**config.mk**
```make
export PLATFORM = sky130hd
export DESIGN_NAME = pipeline_sequencer_flat
export DESIGN_NICKNAME = d
export VERILOG_FILES = /design/src/rtl/pipeline_sequencer_pkg.sv /design/src/rtl/pipeline_sequencer_if.sv /design/src/rtl/pipeline_sequencer_forward_select.sv /design/src/rtl/pipeline_sequencer.sv /design/src/flat_wrapper.sv
export SDC_FILE = /design/constraint.sdc
export NUM_CORES = 1
export LEC_CHECK = 0
export CAP_MARGIN = 20
export CORE_UTILIZATION = 40
export DETAILED_ROUTE_END_ITERATION = 6
export PLACE_DENSITY = 0.72
export SLEW_MARGIN = 40
export SYNTH_ARGS = -nofsm -noshare
export SYNTH_HDL_FRONTEND = slang
export SYNTH_SLANG_ARGS = --single-unit
```
**constraint.sdc**
```tcl
create_clock -name CLK -period 2.7 [get_ports CLK]
set_clock_uncertainty 0.1 [all_clocks]
set_input_delay 0.27 -clock CLK [delete_from_list [all_inputs] [get_ports CLK]]
set_output_delay 0.27 -clock CLK [all_outputs]
set_load 0.02 [all_outputs]
```
**src/rtl/pipeline_sequencer_pkg.sv**
```systemverilog
// Shared types for the pipeline stall/flush/forward controller.
package pipeline_sequencer_pkg;

  typedef logic [4:0] regbits_t;

  typedef enum logic [1:0] {
    RUN     = 2'b00,
    MEMWAIT = 2'b01,
    HALTED  = 2'b10
  } seq_state_t;

  typedef enum logic [1:0] {
    FWD_NONE = 2'b00,
    FWD_WB   = 2'b01,
    FWD_MEM  = 2'b10
  } fwd_sel_t;

endpackage

```
**src/rtl/pipeline_sequencer_if.sv**
```systemverilog
// Bundle of pipeline status inputs and latch/PC/forward control outputs.
// Timing: every input is a same-cycle status level, outputs respond combinationally and state moves on the rising CLK edge.
interface pipeline_sequencer_if #(
  parameter int CNT_W = 32
) ();
  import pipeline_sequencer_pkg::*;

  logic       ihit, dhit;
  logic       mem_dreq, mem_halt, mem_regwen;
  regbits_t   mem_wreg;
  logic       wb_regwen;
  regbits_t   wb_wreg;
  regbits_t   ex_rs, ex_rt;
  logic       ex_dren, ex_regwen;
  regbits_t   ex_wreg;
  logic       ex_redirect;
  regbits_t   id_rs, id_rt;
  logic       id_uses_rt;

  logic       pc_en, pc_sel;
  logic       ifid_en, ifid_flush;
  logic       idex_en, idex_flush;
  logic       exmem_en;
  logic       memwb_en, memwb_flush;
  fwd_sel_t   forwardA, forwardB;
  logic       halted;
  seq_state_t seq_state;
  logic [CNT_W-1:0] stall_cnt, flush_cnt;

  modport master (
    output ihit, dhit, mem_dreq, mem_halt, mem_regwen, mem_wreg,
           wb_regwen, wb_wreg, ex_rs, ex_rt, ex_dren, ex_regwen, ex_wreg,
           ex_redirect, id_rs, id_rt, id_uses_rt,
    input  pc_en, pc_sel, ifid_en, ifid_flush, idex_en, idex_flush,
           exmem_en, memwb_en, memwb_flush, forwardA, forwardB,
           halted, seq_state, stall_cnt, flush_cnt
  );

  modport slave (
    input  ihit, dhit, mem_dreq, mem_halt, mem_regwen, mem_wreg,
           wb_regwen, wb_wreg, ex_rs, ex_rt, ex_dren, ex_regwen, ex_wreg,
           ex_redirect, id_rs, id_rt, id_uses_rt,
    output pc_en, pc_sel, ifid_en, ifid_flush, idex_en, idex_flush,
           exmem_en, memwb_en, memwb_flush, forwardA, forwardB,
           halted, seq_state, stall_cnt, flush_cnt
  );

endinterface

```
**src/rtl/pipeline_sequencer_forward_select.sv**
```systemverilog
// EX operand bypass select for one source register; MEM beats WB, r0 never forwards.
module pipeline_sequencer_forward_select
  import pipeline_sequencer_pkg::*;
(
  input  regbits_t src_i,
  input  logic     mem_regwen_i,
  input  regbits_t mem_wreg_i,
  input  logic     wb_regwen_i,
  input  regbits_t wb_wreg_i,
  output fwd_sel_t fwd_o
);

  always_comb begin
    fwd_o = FWD_NONE;
    if (src_i != '0) begin
      if (mem_regwen_i && (mem_wreg_i == src_i)) begin
        fwd_o = FWD_MEM;
      end else if (wb_regwen_i && (wb_wreg_i == src_i)) begin
        fwd_o = FWD_WB;
      end
    end
  end

endmodule

```
**src/rtl/pipeline_sequencer.sv**
```systemverilog
// Central stall/flush/forward controller for the 5-stage pipeline with
// memory-wait/halt tracking and saturating stall/flush counters.
module pipeline_sequencer
  import pipeline_sequencer_pkg::*;
#(
  parameter int CNT_W = 32
) (
  input  logic               CLK,
  input  logic               nRST,
  pipeline_sequencer_if.slave bus
);

  localparam logic [CNT_W-1:0] CNT_ONE = CNT_W'(1);

  seq_state_t       state_q, state_d;
  logic [CNT_W-1:0] stall_q, stall_d;
  logic [CNT_W-1:0] flush_q, flush_d;

  logic pc_en, pc_sel, ifid_en, ifid_flush, idex_en, idex_flush;
  logic exmem_en, memwb_en, memwb_flush, flush_inc;
  logic mem_busy, load_use, active, all_en;
  fwd_sel_t fwd_a, fwd_b;

  assign mem_busy = bus.mem_dreq & ~bus.dhit;
  assign load_use = bus.ex_dren & bus.ex_regwen & (bus.ex_wreg != '0) &
                    ((bus.ex_wreg == bus.id_rs) |
                     (bus.id_uses_rt & (bus.ex_wreg == bus.id_rt)));
  // Reset, halt and an outstanding data access all force every control low.
  assign active   = nRST & (state_q != HALTED) & ~mem_busy;

  always_comb begin
    pc_en       = 1'b0;
    pc_sel      = 1'b0;
    ifid_en     = 1'b0;
    ifid_flush  = 1'b0;
    idex_en     = 1'b0;
    idex_flush  = 1'b0;
    exmem_en    = 1'b0;
    memwb_en    = 1'b0;
    memwb_flush = 1'b0;
    flush_inc   = 1'b0;
    if (active) begin
      if (bus.ex_redirect && bus.ihit) begin
        pc_en      = 1'b1;
        pc_sel     = 1'b1;
        ifid_flush = 1'b1;
        idex_flush = 1'b1;
        exmem_en   = 1'b1;
        memwb_en   = 1'b1;
        flush_inc  = 1'b1;
      end else if (bus.ex_redirect) begin
        // Branch waits in EX for the fetch; drain MEM into a bubble meanwhile.
        pc_sel      = 1'b1;
        memwb_flush = 1'b1;
      end else if (load_use || !bus.ihit) begin
        idex_flush = 1'b1;
        exmem_en   = 1'b1;
        memwb_en   = 1'b1;
      end else begin
        pc_en    = 1'b1;
        ifid_en  = 1'b1;
        idex_en  = 1'b1;
        exmem_en = 1'b1;
        memwb_en = 1'b1;
      end
    end
  end

  assign all_en = pc_en & ifid_en & idex_en & exmem_en & memwb_en;

  always_comb begin
    state_d = state_q;
    stall_d = stall_q;
    flush_d = flush_q;
    if (state_q != HALTED) begin
      if (bus.mem_halt && memwb_en && !memwb_flush) begin
        state_d = HALTED;
      end else if (mem_busy) begin
        state_d = MEMWAIT;
      end else begin
        state_d = RUN;
      end
      if (!all_en && (stall_q != '1)) begin
        stall_d = stall_q + CNT_ONE;
      end
      if (flush_inc && (flush_q != '1)) begin
        flush_d = flush_q + CNT_ONE;
      end
    end
  end

  always_ff @(posedge CLK or negedge nRST) begin
    if (!nRST) begin
      state_q <= RUN;
      stall_q <= '0;
      flush_q <= '0;
    end else begin
      state_q <= state_d;
      stall_q <= stall_d;
      flush_q <= flush_d;
    end
  end

  pipeline_sequencer_forward_select u_fwd_a (
    .src_i        (bus.ex_rs),
    .mem_regwen_i (bus.mem_regwen),
    .mem_wreg_i   (bus.mem_wreg),
    .wb_regwen_i  (bus.wb_regwen),
    .wb_wreg_i    (bus.wb_wreg),
    .fwd_o        (fwd_a)
  );

  pipeline_sequencer_forward_select u_fwd_b (
    .src_i        (bus.ex_rt),
    .mem_regwen_i (bus.mem_regwen),
    .mem_wreg_i   (bus.mem_wreg),
    .wb_regwen_i  (bus.wb_regwen),
    .wb_wreg_i    (bus.wb_wreg),
    .fwd_o        (fwd_b)
  );

  assign bus.pc_en       = pc_en;
  assign bus.pc_sel      = pc_sel;
  assign bus.ifid_en     = ifid_en;
  assign bus.ifid_flush  = ifid_flush;
  assign bus.idex_en     = idex_en;
  assign bus.idex_flush  = idex_flush;
  assign bus.exmem_en    = exmem_en;
  assign bus.memwb_en    = memwb_en;
  assign bus.memwb_flush = memwb_flush;
  assign bus.forwardA    = nRST ? fwd_a : FWD_NONE;
  assign bus.forwardB    = nRST ? fwd_b : FWD_NONE;
  assign bus.halted      = (state_q == HALTED);
  assign bus.seq_state   = state_q;
  assign bus.stall_cnt   = stall_q;
  assign bus.flush_cnt   = flush_q;

endmodule
```
**src/flat_wrapper.sv**
```systemverilog
// flat-port wrapper written by rule: the top's interface ports become plain ports
module pipeline_sequencer_flat import pipeline_sequencer_pkg::*;
#(
  parameter int CNT_W = 32
)
  (CLK, nRST, bus_ihit, bus_dhit, bus_mem_dreq, bus_mem_halt, bus_mem_regwen, bus_mem_wreg, bus_wb_regwen, bus_wb_wreg, bus_ex_rs, bus_ex_rt, bus_ex_dren, bus_ex_regwen, bus_ex_wreg, bus_ex_redirect, bus_id_rs, bus_id_rt, bus_id_uses_rt, bus_pc_en, bus_pc_sel, bus_ifid_en, bus_ifid_flush, bus_idex_en, bus_idex_flush, bus_exmem_en, bus_memwb_en, bus_memwb_flush, bus_forwardA, bus_forwardB, bus_halted, bus_seq_state, bus_stall_cnt, bus_flush_cnt);
  pipeline_sequencer_if #(.CNT_W(CNT_W)) bus_i ();
  input  logic CLK;
  input  logic nRST;
  input wire logic [$bits(bus_i.ihit)-1:0] bus_ihit;
  input wire logic [$bits(bus_i.dhit)-1:0] bus_dhit;
  input wire logic [$bits(bus_i.mem_dreq)-1:0] bus_mem_dreq;
  input wire logic [$bits(bus_i.mem_halt)-1:0] bus_mem_halt;
  input wire logic [$bits(bus_i.mem_regwen)-1:0] bus_mem_regwen;
  input wire logic [$bits(bus_i.mem_wreg)-1:0] bus_mem_wreg;
  input wire logic [$bits(bus_i.wb_regwen)-1:0] bus_wb_regwen;
  input wire logic [$bits(bus_i.wb_wreg)-1:0] bus_wb_wreg;
  input wire logic [$bits(bus_i.ex_rs)-1:0] bus_ex_rs;
  input wire logic [$bits(bus_i.ex_rt)-1:0] bus_ex_rt;
  input wire logic [$bits(bus_i.ex_dren)-1:0] bus_ex_dren;
  input wire logic [$bits(bus_i.ex_regwen)-1:0] bus_ex_regwen;
  input wire logic [$bits(bus_i.ex_wreg)-1:0] bus_ex_wreg;
  input wire logic [$bits(bus_i.ex_redirect)-1:0] bus_ex_redirect;
  input wire logic [$bits(bus_i.id_rs)-1:0] bus_id_rs;
  input wire logic [$bits(bus_i.id_rt)-1:0] bus_id_rt;
  input wire logic [$bits(bus_i.id_uses_rt)-1:0] bus_id_uses_rt;
  output wire logic [$bits(bus_i.pc_en)-1:0] bus_pc_en;
  output wire logic [$bits(bus_i.pc_sel)-1:0] bus_pc_sel;
  output wire logic [$bits(bus_i.ifid_en)-1:0] bus_ifid_en;
  output wire logic [$bits(bus_i.ifid_flush)-1:0] bus_ifid_flush;
  output wire logic [$bits(bus_i.idex_en)-1:0] bus_idex_en;
  output wire logic [$bits(bus_i.idex_flush)-1:0] bus_idex_flush;
  output wire logic [$bits(bus_i.exmem_en)-1:0] bus_exmem_en;
  output wire logic [$bits(bus_i.memwb_en)-1:0] bus_memwb_en;
  output wire logic [$bits(bus_i.memwb_flush)-1:0] bus_memwb_flush;
  output wire logic [$bits(bus_i.forwardA)-1:0] bus_forwardA;
  output wire logic [$bits(bus_i.forwardB)-1:0] bus_forwardB;
  output wire logic [$bits(bus_i.halted)-1:0] bus_halted;
  output wire logic [$bits(bus_i.seq_state)-1:0] bus_seq_state;
  output wire logic [$bits(bus_i.stall_cnt)-1:0] bus_stall_cnt;
  output wire logic [$bits(bus_i.flush_cnt)-1:0] bus_flush_cnt;
  assign bus_i.ihit = bus_ihit;
  assign bus_i.dhit = bus_dhit;
  assign bus_i.mem_dreq = bus_mem_dreq;
  assign bus_i.mem_halt = bus_mem_halt;
  assign bus_i.mem_regwen = bus_mem_regwen;
  assign bus_i.mem_wreg = bus_mem_wreg;
  assign bus_i.wb_regwen = bus_wb_regwen;
  assign bus_i.wb_wreg = bus_wb_wreg;
  assign bus_i.ex_rs = bus_ex_rs;
  assign bus_i.ex_rt = bus_ex_rt;
  assign bus_i.ex_dren = bus_ex_dren;
  assign bus_i.ex_regwen = bus_ex_regwen;
  assign bus_i.ex_wreg = bus_ex_wreg;
  assign bus_i.ex_redirect = bus_ex_redirect;
  assign bus_i.id_rs = bus_id_rs;
  assign bus_i.id_rt = bus_id_rt;
  assign bus_i.id_uses_rt = bus_id_uses_rt;
  assign bus_pc_en = bus_i.pc_en;
  assign bus_pc_sel = bus_i.pc_sel;
  assign bus_ifid_en = bus_i.ifid_en;
  assign bus_ifid_flush = bus_i.ifid_flush;
  assign bus_idex_en = bus_i.idex_en;
  assign bus_idex_flush = bus_i.idex_flush;
  assign bus_exmem_en = bus_i.exmem_en;
  assign bus_memwb_en = bus_i.memwb_en;
  assign bus_memwb_flush = bus_i.memwb_flush;
  assign bus_forwardA = bus_i.forwardA;
  assign bus_forwardB = bus_i.forwardB;
  assign bus_halted = bus_i.halted;
  assign bus_seq_state = bus_i.seq_state;
  assign bus_stall_cnt = bus_i.stall_cnt;
  assign bus_flush_cnt = bus_i.flush_cnt;
  pipeline_sequencer #(.CNT_W(CNT_W)) u_core (.CLK(CLK), .nRST(nRST), .bus(bus_i));
endmodule
```
# Yosys cells after proc, flatten, opt, wreduce, memory -nomap -nowiden
# Cells that the tools add are included.
# op_classes
n_addsub	2
n_mul	0
div_mod_pow	0
n_lt_le_gt_ge	0
n_eq_ne	10
shifts	0
n_mux	30
n_bitwise	14
n_reduce_logical	18
# ops
op	n
$add A32 B1 Y32 const B	2
$ne A32 B32 Y1 const B	2
$eq A5 B5 Y1	6
$mux W1	23
$reduce_bool A5 Y1	3
$mux W2	7
$and A1 B1 Y1	11
$logic_and A1 B1 Y1	9
$reduce_and A2 Y1	2
$logic_not A1 Y1	3
$eq A2 B2 Y1 const B	1
$ne A2 B2 Y1 const B	1
$not A1 Y1	2
$logic_or A1 B1 Y1	1
$or A1 B1 Y1	1
# totals
reg_bits	66
latchBits	0
ram_bits	0
romBits	0
input_bits	47
output_inout_bits	80
word_cells	77
n_memories	0

# Depth between registers and ports, before layout
# depth
word_depth	16
mapped_depth	10
ltp_nobuf	7

# By module
# A second synthesis with hierarchy kept.
# hier_totals
hier_cells	381
area_unflattened_um2	3727.3
# by_module_without_submodules
module	n_inst	cells_per_inst	area_each_um2	seq_area_each_um2
pipeline_sequencer	1	345	3462.1	1651.6
pipeline_sequencer_forward_select	2	18	132.6	0.0

# Worst setup path after synthesis
# No wires, ideal clock.
# synth_path
path_kind	register to output
start	register u_core.state_q[0], in the netlist u_core.bus.seq_state[0]
end	output bus_idex_flush
arrival_time_ns	1.899
required_ns	2.330
setup_slack_ns	0.431
path_stages_with_launch	6
n_path_buf	1
path_cell_list	dfrtp_1 -> nand2b_1 -> buf_2 -> nand3_1 -> a21oi_1 -> a21boi_0
# synth_via
elab_chain_cells	4
# synth_rtl
element	line_no	rtl
from (decl)	pipeline_sequencer.sv:15	seq_state_t state_q, state_d;
from (signal assigned)	pipeline_sequencer.sv:98	state_q <= state_d;
$ne A2 B2 Y1	pipeline_sequencer.sv:29	assign active = nRST & (state_q != HALTED) & ~mem_busy;
$and A1 B1 Y1 (2 in series)	pipeline_sequencer.sv:29	
$mux W1	pipeline_sequencer.sv:42	if (active) begin
to (decl)	flat_wrapper.sv:32	output wire logic [$bits(bus_i.idex_flush)-1:0] bus_idex_flush;
# Every way passes these cells.

# Worst setup path after layout
# layout_path
start	input bus_ex_wreg[0]
end	output bus_ifid_en
# layout_via
elab_chain_cells	9
elab_cells_between_ends	12
classes_between	2 x eq/ne; 4 x mux; 4 x bitwise; 2 x reduce/logical
# layout_rtl
element	line_no	rtl
from (decl)	flat_wrapper.sv:22	input wire logic [$bits(bus_i.ex_wreg)-1:0] bus_ex_wreg;
$eq A5 B5 Y1	pipeline_sequencer.sv:27	(bus.id_uses_rt & (bus.ex_wreg == bus.id_rt)));
$and A1 B1 Y1	pipeline_sequencer.sv:27	
$or A1 B1 Y1	pipeline_sequencer.sv:26	((bus.ex_wreg == bus.id_rs) |
$and A1 B1 Y1 (*)	pipeline_sequencer.sv:25	assign load_use = bus.ex_dren & bus.ex_regwen & (bus.ex_wreg != '0) &
$logic_or A1 B1 Y1 (*)	pipeline_sequencer.sv:55	end else if (load_use || !bus.ihit) begin
$mux W1 (*)	pipeline_sequencer.sv:55	
$mux W1 (*)	pipeline_sequencer.sv:51	end else if (bus.ex_redirect) begin
$mux W1 (*)	pipeline_sequencer.sv:43	if (bus.ex_redirect && bus.ihit) begin
$mux W1 (*)	pipeline_sequencer.sv:42	
to (decl)	flat_wrapper.sv:29	output wire logic [$bits(bus_i.ifid_en)-1:0] bus_ifid_en;
# Mark *: on every way between the ends. The rest lies on a longest branch, timed or not.

==> flow_summary_export.csv <==
group,metric,value,unit
cells_and_area,drive_above_1_share,9.496,%
synthesis,synth_area_leaders,"dfrtp_1 (44%), xnor2_1 (13%), xor2_1 (8.1%), nand3_1 (5.0%), nand4_1 (4.5%)",
floorplanning,initial_utilization,41.14,%
timing,finalSetupViolations,0,
global_route,grt_pass1_wl,15.41,mm
synthesis,synth_flop_cell,"dfrtp_1",
critical_path,max_stage_delay,0.46,ns
drt,drt_iter0_drc,152,
clock_network,cts_inserted_buffers,9,
synthesis,synth_edf_count,0,
synthesis,synth_area,3784,µm²
power_and_ir_drop,finalPower,2.891,mW
synthesis,syn-num-nets,419,
floorplanning,io_pins,127,
synthesis,synth_seq_cells,66,
drt,vias,3361,
clock_network,ctsHtreeMaxLevel,3,
power_and_ir_drop,leakagePower,2.174,nW
place,hpwl,7.130,mm
cells_and_area,diodes,0,
floorplanning,die_h,99.26,µm
critical_path,path_class,"in -> out",
clock_network,clock_latency,0.33,ns
power_and_ir_drop,vdd_drop_max,0.0002711,V
timing,fin_setup_tns,0,ns
flow_run,maxCapViolations,0,
timing,grt_setup_unrepaired,"no",
critical_path,crit_fanout,3,
critical_path,required,2.33,ns
synthesis,yosysMostFrequentCell,"dfrtp_1",
timing,fmax,388.5,MHz
global_route,grt_pass1_vias,3188,
synthesis,postSynth.asyncResetShare,100.0,%
timing,hold_ws,0.01421,ns
drt,post_drt_via_cell_ratio,5.360,
drt,ant_nets,0,
timing,final_hold_viol_count,0,
cells_and_area,nNetsFinal,560,
drt,drc_errors,0,
critical_path,crit_chain,"clkdlybuf4s50_1 -> or3_1 -> o311a_1 -> a211o_4 -> clkinv_4 -> dlygate4sd2_1",
critical_path,start_kind,"input port",
clock_network,cts_tree,"yes",
cells_and_area,fillers,813,
floorplanning,die_area,9852,µm²
global_route,grtUsageTotal,19.48,%
critical_path,r2r_start,"u_core.bus.stall_cnt[0]",
floorplanning,core.rowCount,35,
clock_network,clock-sinks,66,
critical_path,rrSetupSlack,0.44,ns
floorplanning,core_area,9196,µm²
timing,finalMaxSlewViolations,0,
place,dp.cells,610,
critical_path,r2r_cells,7,
cells_and_area,area_growth_syn_to_layout,42.82,%
status,status,"finished clean",
global_route,grt_max_degree,33,
place,numPortBuffers,126,
drt,dr.pass1.iters,4,
worst_hold_path,hp-class,"in -> async",
global_route,overflow,0,
synthesis,ys_warn_count,0,
critical_path,crit_arrival,2.20,ns
synthesis,syn_avg_cell_area,10.23,µm²
critical_path,r2r-end,"u_core.bus.stall_cnt[25]",
timing,max-slew-margin-rel,71.93,%
power_and_ir_drop,p_per_area,535.1,nW/µm²
clock_network,clock-root-buffer,"clkbuf_8",
cells_and_area,stdcell_count,627,
clock_network,clk_pin_slew,0.08,ns
clock_network,clk_path_buf_depth,2,
synthesis,yosys.area.top_type,"dfrtp_1",
timing,fin_crit_sh,95.32,%
synthesis,synth_seq_area_share,43.65,%
drt,wl,9.464,mm
place,gp_congestion,0.8275,
critical_path,crit_slowest_cell,"clkdlybuf4s50_1",
synthesis,synth_top_area_share,43.65,%
critical_path,end_kind,"output pin",
drt,routedWlPerCell,15.09,µm
global_route,antenna_found_initial,0,
timing,period_minus_slack,2.574,ns
floorplanning,die_x,99.26,µm
synthesis,netlist_instances,370,
synthesis,ys_types,41,
timing,worst_slew_pin_slew,0.4210,ns
synthesis,synth_common_cells,"dfrtp_1 (66), xnor2_1 (57), nand3_1 (38), xor2_1 (35), nand4_1 (27)",
## metrics by stage
| step | area [µm²] | util, % | worst slack, ns |
|---|---|---|---|
| final | 5404 | 58.76 | 0.1263 |
| after detailed placement | 5201 | 56.56 | -0.1541 |
| after floorplan | 3784 | - | 0.4310 |
| after global routing | 5404 | 58.76 | 0.007458 |
| after global placement | 5201 | 56.56 | -0.1322 |
| after CTS | 5404 | 58.76 | 0.09951 |
## registers in the layout, summed over array words and instances (netlist names)
name,count
u_core.bus.stall_cnt,32
u_core.bus.seq_state,2
u_core.bus.flush_cnt,32
## what timing repair did
item / 4_1_cts / 5_1_grt
endpoints found under the hold margin: 4 / 0
buffers inserted: 0 / 0
gates resized for setup: 4 / 0
hold buffers: 1 / 0
endpoints found under the setup margin: 4 / 0
## how the worst max path moves through the flow
stage               slack [ns]                     from         endpoint  depth (start not counted)
floorplan                 0.43  u_core.bus.seq_state[0]   bus_idex_flush                          5
global placement         -0.13           bus_ex_wreg[0]      bus_ifid_en                          6
detailed placement       -0.15           bus_ex_wreg[0]      bus_ifid_en                          6
CTS                        0.1             bus_ex_rs[2]  bus_forwardA[0]                          6
global route             0.007             bus_ex_rs[2]  bus_forwardA[0]                          6
finish                    0.13           bus_ex_wreg[0]      bus_ifid_en                          6
## placed cells by master (no fill, tap or decap), types with 2 or more instances in the layout
| master | instances |
|---|---|
| clkbuf_1 | 3 |
| and3b_1 | 2 |
| dfrtp_1 | 66 |
| or4_1 | 2 |
| and3_1 | 10 |
| nand2b_1 | 2 |
| xnor2_1 | 57 |
| nor4_2 | 5 |
| inv_1 | 5 |
| and2_1 | 8 |
| ha_1 | 2 |
| nor3_1 | 10 |
| buf_4 | 16 |
| clkbuf_8 | 11 |
| nor3_2 | 6 |
| xor2_1 | 35 |
| a21oi_1 | 2 |
| or3_1 | 2 |
| clkdlybuf4s50_1 | 121 |
| and4_1 | 10 |
| dlygate4sd2_1 | 4 |
| nand3_1 | 38 |
| nand4_1 | 27 |
| nand2_1 | 25 |
| nor4_1 | 11 |
| nor2_1 | 18 |
## metal layers
metal / GRT usage, % / routed length [µm] / part of all wire (%) / up-vias
met5: 0 / 0 / 0 / -
met4: 3.394 / 73 / 0.77 / 0
met3: 4.638 / 531 / 5.6 / 8
met2: 33.49 / 4738 / 50 / 116
met1: 25.29 / 4120 / 44 / 1634
li1: - / - / - / 1603
## where the power goes
part	total [mW]	internal (mW)	switching [mW]	leakage, nW
combinational	0.834	0.410	0.424	1.25
clock	0.855	0.478	0.377	0.101
sequential	1.20	1.08	0.119	0.820
## cells by family (layout without fill, tap and decap cells)
logic type / after synthesis / in the layout / share of synthesized area [%]
flip-flops: 66 / 66 / 43.65
multiplexers: 1 / 1 / 0.2976
XOR/XNOR: 92 / 92 / 21.30
AND/OR/NAND/NOR: 183 / 183 / 29.10
AO/OA/AOI/OAI: 7 / 7 / 1.687
buffers and inverters: 19 / 165 / 3.307
adder cells (fa/ha/maj): 2 / 2 / 0.6613
## layout make-up
| class | instances | area [µm²] | area share (%) |
|---|---|---|---|
| timing repair buffer | 143 | 1381 | 25.56 |
| clock inverter | 2 | 35.03 | 0.6483 |
| tap | 111 | 138.9 | 2.570 |
| clock buffer | 14 | 162.7 | 3.010 |
| multi-input combinational | 285 | 2007 | 37.14 |
| inverter | 6 | 27.53 | 0.5094 |
| sequential | 66 | 1652 | 30.56 |
## worst max-delay path, delay by kind of cell
kind            cells  cell delay [ns]
compound gates      2             0.71
buf+inv             3             0.84
simple gates        1             0.37
No activity file was read; power rests on OpenSTA's default activity.
